[src/rtl/dm_pkg.sv]
// Shared definitions for the data-memory access unit: size encodings,
// FSM state type and the per-size alignment mask helper.
package dm_pkg;

  localparam logic [1:0] SZ_B = 2'd0;
  localparam logic [1:0] SZ_H = 2'd1;
  localparam logic [1:0] SZ_W = 2'd2;
  localparam logic [1:0] SZ_D = 2'd3;

  typedef enum logic [1:0] {
    ST_IDLE  = 2'd0,
    ST_ISSUE = 2'd1,
    ST_WAIT  = 2'd2,
    ST_DONE  = 2'd3
  } dm_state_e;

  // Low address bits that must be zero for a naturally aligned access.
  function automatic logic [2:0] align_mask(input logic [1:0] size);
    case (size)
      SZ_B:    align_mask = 3'b000;
      SZ_H:    align_mask = 3'b001;
      SZ_W:    align_mask = 3'b011;
      default: align_mask = 3'b111;
    endcase
  endfunction

endpackage

[src/rtl/dm_lane_shifter.sv]
// Combinational lane steering: byte enables, store-data shift and
// load-data extract with sign/zero extension.
module dm_lane_shifter import dm_pkg::*; #(
  parameter int DATA_W = 32,
  localparam int NB    = DATA_W / 8,
  localparam int OFF_W = $clog2(NB)
) (
  input  logic [1:0]        i_size,
  input  logic              i_unsigned,
  input  logic [OFF_W-1:0]  i_off,
  input  logic [DATA_W-1:0] i_wdata,
  input  logic [DATA_W-1:0] i_rdata,
  output logic [NB-1:0]     o_be,
  output logic [DATA_W-1:0] o_wdata,
  output logic [DATA_W-1:0] o_rdata
);

  logic [7:0]        w_lanes;
  logic [DATA_W-1:0] w_rsh;
  logic [DATA_W-1:0] w_keep;
  logic              w_sign;
  logic              w_fill;

  always_comb begin
    case (i_size)
      SZ_B:    w_lanes = 8'h01;
      SZ_H:    w_lanes = 8'h03;
      SZ_W:    w_lanes = 8'h0F;
      default: w_lanes = 8'hFF;
    endcase
    o_be = NB'(w_lanes) << i_off;
  end

  assign o_wdata = i_wdata << {i_off, 3'b000};

  // w_keep marks the bits that belong to the access; the rest take the fill.
  always_comb begin
    w_rsh  = i_rdata >> {i_off, 3'b000};
    w_keep = '1;
    case (i_size)
      SZ_B: begin
        w_keep = w_keep >> (DATA_W - 8);
        w_sign = w_rsh[7];
      end
      SZ_H: begin
        w_keep = w_keep >> (DATA_W - 16);
        w_sign = w_rsh[15];
      end
      SZ_W: begin
        w_keep = w_keep >> (DATA_W - 32);
        w_sign = w_rsh[31];
      end
      default: w_sign = w_rsh[DATA_W-1];
    endcase
    w_fill  = w_sign & ~i_unsigned;
    o_rdata = (w_rsh & w_keep) | ({DATA_W{w_fill}} & ~w_keep);
  end

endmodule

[src/rtl/dm_access_unit.sv]
// Load/store access unit between a CPU request port and a grant/rvalid memory.
// Define DM_ALIGN_EXC_EN to trap misaligned accesses instead of masking them.
module dm_access_unit import dm_pkg::*; #(
  parameter int DATA_W = 32,
  parameter int ADDR_W = 32
) (
  input  logic                  clk,
  input  logic                  reset,
  input  logic                  req_valid,
  output logic                  req_ready,
  input  logic                  req_we,
  input  logic [1:0]            req_size,
  input  logic                  req_unsigned,
  input  logic [ADDR_W-1:0]     req_addr,
  input  logic [DATA_W-1:0]     req_wdata,
  output logic                  mem_req,
  output logic                  mem_we,
  output logic [DATA_W/8-1:0]   mem_be,
  output logic [ADDR_W-1:0]     mem_addr,
  output logic [DATA_W-1:0]     mem_wdata,
  input  logic                  mem_gnt,
  input  logic                  mem_rvalid,
  input  logic [DATA_W-1:0]     mem_rdata,
  output logic                  resp_valid,
  output logic [DATA_W-1:0]     resp_rdata,
  output logic                  resp_exc
);

  localparam int NB    = DATA_W / 8;
  localparam int OFF_W = $clog2(NB);

  dm_state_e         r_state, w_next;
  logic              r_we;
  logic              r_unsigned;
  logic [1:0]        r_size;
  logic [ADDR_W-1:0] r_addr;
  logic [DATA_W-1:0] r_wdata;
  logic [DATA_W-1:0] r_rdata;

  logic [1:0]        w_size_eff;
  logic [ADDR_W-1:0] w_addr_eff;
  logic              w_exc;
  logic [NB-1:0]     w_be;
  logic [DATA_W-1:0] w_wdata;
  logic [DATA_W-1:0] w_rdata_ext;

`ifdef DM_ALIGN_EXC_EN
  logic r_exc;
  logic w_misalign;

  assign w_misalign = ((req_addr[2:0] & align_mask(req_size)) != 3'b000) ||
                      (req_size == SZ_D && DATA_W == 32);
  assign w_size_eff = req_size;
  assign w_addr_eff = req_addr;
  assign w_exc      = w_misalign;
`else
  // Doubles on a 32-bit bus degrade to words before the address is masked.
  assign w_size_eff = (req_size == SZ_D && DATA_W == 32) ? SZ_W : req_size;
  assign w_addr_eff = req_addr & ~ADDR_W'(align_mask(w_size_eff));
  assign w_exc      = 1'b0;
`endif

  dm_lane_shifter #(.DATA_W(DATA_W)) u_lane_shifter (
    .i_size     (r_size),
    .i_unsigned (r_unsigned),
    .i_off      (r_addr[OFF_W-1:0]),
    .i_wdata    (r_wdata),
    .i_rdata    (mem_rdata),
    .o_be       (w_be),
    .o_wdata    (w_wdata),
    .o_rdata    (w_rdata_ext)
  );

  always_ff @(posedge clk) begin
    if (reset) r_state <= ST_IDLE;
    else       r_state <= w_next;
  end

  always_comb begin
    w_next = r_state;
    case (r_state)
      ST_IDLE:  if (req_valid)  w_next = w_exc ? ST_DONE : ST_ISSUE;
      ST_ISSUE: if (mem_gnt)    w_next = r_we ? ST_DONE : ST_WAIT;
      ST_WAIT:  if (mem_rvalid) w_next = ST_DONE;
      ST_DONE:  w_next = ST_IDLE;
      default:  w_next = ST_IDLE;
    endcase
  end

  always_comb begin
    req_ready  = (r_state == ST_IDLE);
    mem_req    = (r_state == ST_ISSUE);
    mem_we     = mem_req & r_we;
    mem_be     = mem_req ? w_be : '0;
    mem_addr   = {r_addr[ADDR_W-1:OFF_W], {OFF_W{1'b0}}};
    mem_wdata  = w_wdata;
    resp_valid = (r_state == ST_DONE);
    resp_rdata = r_rdata;
`ifdef DM_ALIGN_EXC_EN
    resp_exc   = (r_state == ST_DONE) & r_exc;
`else
    resp_exc   = 1'b0;
`endif
  end

  // resp_rdata only changes on edges entering DONE, so it holds elsewhere.
  always_ff @(posedge clk) begin
    if (reset) begin
      r_we       <= 1'b0;
      r_unsigned <= 1'b0;
      r_size     <= SZ_B;
      r_addr     <= '0;
      r_wdata    <= '0;
      r_rdata    <= '0;
`ifdef DM_ALIGN_EXC_EN
      r_exc      <= 1'b0;
`endif
    end else begin
      if (r_state == ST_IDLE && req_valid) begin
        r_we       <= req_we;
        r_unsigned <= req_unsigned;
        r_size     <= w_size_eff;
        r_addr     <= w_addr_eff;
        r_wdata    <= req_wdata;
`ifdef DM_ALIGN_EXC_EN
        r_exc      <= w_exc;
`endif
        if (w_exc) r_rdata <= '0;
      end
      if (r_state == ST_ISSUE && mem_gnt && r_we) r_rdata <= '0;
      if (r_state == ST_WAIT && mem_rvalid)       r_rdata <= w_rdata_ext;
    end
  end

endmodule
[config.mk]
export PLATFORM = sky130hd
export DESIGN_NAME = dm_access_unit
export DESIGN_NICKNAME = d
export VERILOG_FILES = /design/src/rtl/dm_pkg.sv /design/src/rtl/dm_lane_shifter.sv /design/src/rtl/dm_access_unit.sv
export SDC_FILE = /design/constraint.sdc
export NUM_CORES = 1
export LEC_CHECK = 0
export BUFFER_PORTS_ARGS = -buffer_cell sky130_fd_sc_hd__buf_2
export CORE_UTILIZATION = 35
export CTS_CLUSTER_DIAMETER = 50
export DETAILED_ROUTE_END_ITERATION = 8
export PLACE_DENSITY = 0.65
export SLEW_MARGIN = 0
export SYNTH_ARGS = -nofsm -noshare
export SYNTH_HDL_FRONTEND = slang
export SYNTH_SLANG_ARGS = --single-unit
[constraint.sdc]
create_clock -name clk -period 2 [get_ports clk]
set_input_delay 0.2 -clock clk [delete_from_list [all_inputs] [get_ports clk]]
set_output_delay 0.2 -clock clk [all_outputs]
set_load 0.02 [all_outputs]
Yosys cells after proc, flatten, opt, wreduce, memory -nomap -nowiden
Cells that the tools add are included.
W data, S select, Z words.
{ "totals": {"ff_bits": 102, "input_bits": 105, "output_inout_bits": 105, "elab_cells": 52} }
{ "classes": {"n_eq_ne": 11, "shifts": 3, "n_mux": 13, "bitwise": 9, "reduce_logical": 9} }
{ "ops": {"columns": ["operator", "n"], "rows": [
  ["$and A32 B32 Y32", 3],
  ["$mux W32", 2],
  ["$pmux W32 S2", 1],
  ["$not A3 Y32", 1],
  ["$not A32 Y32", 1],
  ["$or A32 B32 Y32", 1],
  ["$shl A32 B5 Y32", 1],
  ["$shr A32 B5 Y32", 1],
  ["$pmux W4 S3", 1],
  ["$eq A2 B2 Y1 const B", 5],
  ["$pmux W3 S3", 1],
  ["$mux W2", 4],
  ["$pmux W2 S4", 1],
  ["$eq A2 B1 Y1 const B", 3],
  ["$logic_not A2 Y1", 3],
  ["$logic_and A1 B1 Y1", 4],
  ["$mux W4", 1],
  ["$ne A2 B2 Y1 const B", 2],
  ["$shl A4 B2 Y4", 1],
  ["$reduce_and A3 Y1", 1],
  ["$and A1 B1 Y1", 2],
  ["$ne A2 B1 Y1 const B", 1],
  ["$pmux W1 S2", 1],
  ["$reduce_bool A2 Y1", 1],
  ["2 further kinds", 2]
]} }

Logic depth before layout (Yosys ltp)
{ "depth": {"ltp_word": 6, "mapped_depth": 8, "depth_no_buf": 5} }

Hierarchy
A second synthesis with hierarchy kept.
{ "hier_totals": {"hier_cells": 673, "area_unflattened_um2": 5475.3} }
{ "modules_own_cells": {"columns": ["module", "n_inst", "cells_per_inst", "area_per_inst_um2", "seq_area_each_um2"], "rows": [
  ["dm_access_unit", 1, 466, 4036.4, 2042.0],
  ["dm_lane_shifter", 1, 207, 1438.9, 0.0]
]} }

Worst setup path before layout
OpenSTA, ideal clock, no wires.
{ "synth_timing": {"kind": "register to output", "from": "register r_addr[1]", "to": "output port mem_be[2]", "t_arrival_ns": 1.601, "required_time_ns": 1.800, "setup_slack_ns": 0.199, "path_stages_with_launch": 7, "path_cell_list": "dfxtp_1 buf_6 buf_12 buf_2 buf_4 nor2_1 a221oi_1"} }
{ "synth_via": {"elab_chain_len": 2} }
{ "synth_rtl": {"columns": ["element", "line_no", "text"], "rows": [
  ["start, declared", "dm_access_unit.sv:36", "logic [ADDR_W-1:0] r_addr;"],
  ["start signal, assigned", "dm_access_unit.sv:123", "r_addr <= w_addr_eff;"],
  ["$shl A4 B2 Y4", "dm_lane_shifter.sv:31", "o_be = NB'(w_lanes) << i_off;"],
  ["$mux W4", "dm_access_unit.sv:94", "mem_be = mem_req ? w_be : '0;"],
  ["end, declared", "dm_access_unit.sv:18", "output logic [DATA_W/8-1:0] mem_be,"]
]} }
No other way between the ends.

Final worst setup path
{ "layout_timing": {"from": "register r_addr[1]", "to": "output port mem_wdata[21]"} }
{ "layout_via": {"elab_chain_len": 1} }
{ "layout_rtl": {"columns": ["element", "line_no", "text"], "rows": [
  ["$shl A32 B5 Y32", "dm_lane_shifter.sv:34", "assign o_wdata = i_wdata << {i_off, 3'b000};"],
  ["end, declared", "dm_access_unit.sv:20", "output logic [DATA_W-1:0] mem_wdata,"]
]} }
No other way between the ends.

==> flow_summary.toml <==
[worst_setup_path]
regToRegEndpoint = "resp_rdata[25]$_SDFFE_PP0P_"
cpPeakStageDelay_ns = 0.43
crit_type = "reg -> out"
r2r.worst_path.cells = 5
worst_setup_path_end_kind = "output pin"
path_cells = "buf_8 > mux2i_1 > o21ai_0 > buf_2"
setup.worst_path.start_class = "flip-flop"
worst_reg2reg_path_startpoint = "r_state[0]$_SDFFE_PP0P_"
critPathSlowestCell = "sky130_fd_sc_hd__dfxtp_2"
reg2reg_setup_slack_ns = 0.19
critPathRequiredTime_ns = 1.80
worst-path-max-fanout = 34
critPathArrivalTime_ns = 1.62

[die]
io-pin-count = 210
die_y_um = 124.1
floorplan.die.width_um = 124.1
start_util_pct = 35.87
std_cell_rows = 44
design.core.area_um2 = 14530
die_area_um2 = 15390

[power_and_ir_drop]
static-leakage-power_nw = 2.844
irDropWorstVdd_v = 0.0006692
post-layout-total-power_w = 0.007470
p_per_area_nw_per_um2 = 1142

[sta]
hold_ws_ns = 0.08022
finalSetupTns_ns = 0
hold_violations = 0
report.final.setup_viol = 0
timing.final.ws_setup_ns = 0.1768
min_cycle_time_layout_ns = 1.823
slew_violations = 0
slew_headroom_pct = 53.85
worst_max_slew_pin_slew_ns = 0.6917
final.setup_skew_ns = 0.004508
rsz0062_at_grt = "no"
timing.fmax_ghz = 0.5485
layout_worst_path_cycle_share_pct = 91.16

[route]
route.detailed.vias_per_inst = 5.175
first_iter_violations = 329
antenna_left = 0
wl_um = 15310
num_vias = 4906
avgRoutedWirePerCell_um = 16.15
drt-pass1-iter-count = 5
remaining_drc_errors = 0

[logic_synthesis]
post_synth_main_area_contributors = "sky130_fd_sc_hd__dfxtp_1 (39%), sky130_fd_sc_hd__nand2_1 (10%), sky130_fd_sc_hd__a21oi_1 (7.5%)"
synth_sequential_area_ratio_pct = 39.16
postSynthCellCount = 606
synth-main-ff-cell = "sky130_fd_sc_hd__dfxtp_1"
syn_avg_cell_area_um2 = 8.604
synth.largest_area_cell = "sky130_fd_sc_hd__dfxtp_1"
synth_top_area_share_pct = 39.16
mappedNetlistArea_um2 = 5214
yosys.cell_types.count = 42
synthArstFlopShare_pct = 0
synth-warning-count = 0
yosys_register_bits = 102
synth_enable_flop_cells = 0

[hold_path]
min-delay-path-class = "in -> reg"
hold-path-cell-count = 3
min_to = "r_addr[5]$_SDFFE_PP0P_"
worstHoldStart = "req_addr[5]"

[run_status]
outcome = "finished, final reports clean"

[placement]
detailed_place.area_um2 = 6173
gp_congestion = 0.8489
place_worst_setup_slack_ns = 0.2381
portBuffers = 206
detailedPlacementHpwl_um = 10670

[job]
max_cap_viol_count = 0

[clock_network]
cts_htree_levels = 3
cts_root_buffer = "sky130_fd_sc_hd__clkbuf_16"
tritoncts_num_sinks = 102
cts-buffers-inserted = 9
ctsLongestPathBuffers = 2
clk_transition_reported_paths_ns = 0.07
clock_insertion_delay_worst_skew_ns = 0.35
cts_tree = "built"

[grt]
gr_usage_total_pct = 19.21
globalRouteOverflowTotal = 0
grt_max_degree = 63
first_global_vias = 4330
antenna_found_initial = 2
grt_pass1_wl_um = 22480

[finish]
design_area_um2 = 6539
nNetsFinal = 869
layout.cells.most_common_list = "sky130_fd_sc_hd__buf_2 (205), sky130_fd_sc_hd__nand2_1 (142), sky130_fd_sc_hd__dfxtp_1 (100)"
antennaDiodeCount = 0
post_route_cells_drive_above_1_share_pct = 36.78
flow.area_growth_from_synthesis_pct = 25.41
layout.cells.most_common = "sky130_fd_sc_hd__buf_2"
==> worst max-delay path, delay by kind of cell, from the launching register on <==
kind	cells	cell delay (ns)
buffers and inverters	2	0.45
DFF	1	0.43
muxes	1	0.26
AOI/OAI and AO/OA	1	0.13
==> registers in the layout, indices dropped and copies added (netlist names) <==
name,count
resp_rdata,32
r_state,2
r_size,2
r_unsigned,1
r_wdata,32
r_addr,32
r_we,1
==> cell usage after synthesis, drive strengths merged, types with 2 or more instances <==
cell,number
a21oi,78
mux2i,18
dfxtp,102
a221o,7
a22oi,16
nor2,22
inv,6
nor2b,15
nand3b,3
a32o,8
o21ai,9
nor3,3
clkbuf,25
buf,61
o32ai,16
a211oi,9
mux2,15
and2,11
ha,4
a221oi,2
o211ai,2
nand2,143
a32oi,9
nand2b,3
mux4,8
==> timing repair <==
action | 4_1_cts | 5_1_grt
setup buffers | 0 | 1
hold buffers | 0 | 0
gates resized for setup | 1 | 3
endpoints found under the setup margin | 24 | 25
==> worst max path at each step <==
stage | slack (ns) | cells after the start | startpoint | end
floorplan | 0.20 | 6 | r_addr[1]$_SDFFE_PP0P_ | mem_be[2]
global placement | 0.29 | 4 | r_addr[0]$_SDFFE_PP0P_ | resp_rdata[0]$_SDFFE_PP0P_
detailed placement | 0.24 | 5 | r_state[0]$_SDFFE_PP0P_ | resp_rdata[17]$_SDFFE_PP0P_
CTS | 0.02 | 4 | r_addr[1]$_SDFFE_PP0P_ | mem_wdata[23]
global route | 0.02 | 4 | r_addr[1]$_SDFFE_PP0P_ | mem_wdata[22]
finish | 0.18 | 4 | r_addr[1]$_SDFFE_PP0P_ | mem_wdata[21]
==> power breakdown <==
part           internal [W]  leakage [nW]  switching, W
clock               0.00125         0.166      0.000776
combinational       0.00104          1.85       0.00179
sequential          0.00238         0.834      0.000236
total               0.00467          2.84       0.00280
==> per-layer routing <==
metal,track usage [%],up-vias,wire length (um)
li1,-,2405,-
met1,23.67,2270,6461
met2,31.98,216,7349
met3,6.822,13,1327
met4,4.241,2,162
met5,0,-,11
==> layout make-up <==
cell class,instances,area [um2]
tap,184,230.2
clock inverter,4,95.09
timing repair buffer,227,1252
inverter,6,22.52
fill,1503,7995
multi-input combinational,414,2649
clock buffer,11,242.7
sequential,102,2047
==> stage by stage <==
step	util, %	cells
3_3_place_gp	42.48	932
4_1_cts	44.82	947
2_1_floorplan	-	608
3_5_place_dp	42.48	932
6_report	44.99	948
5_1_grt	44.99	948
==> kinds of logic (layout without fill, tap and decap cells) <==
kind of cell    after synthesis  after routing  share of synthesized area [%]
compound gates              161            161                          22.01
xor+xnor                      1              1                         0.1680
fa+ha+maj                     4              4                         0.9600
buf+inv                      92            248                          10.37
flops                       102            102                          39.16
mux                          41             41                          10.66
other cells                   1              3                        0.07193
simple gates                204            204                          16.61
(Power assumes the default switching activity.)
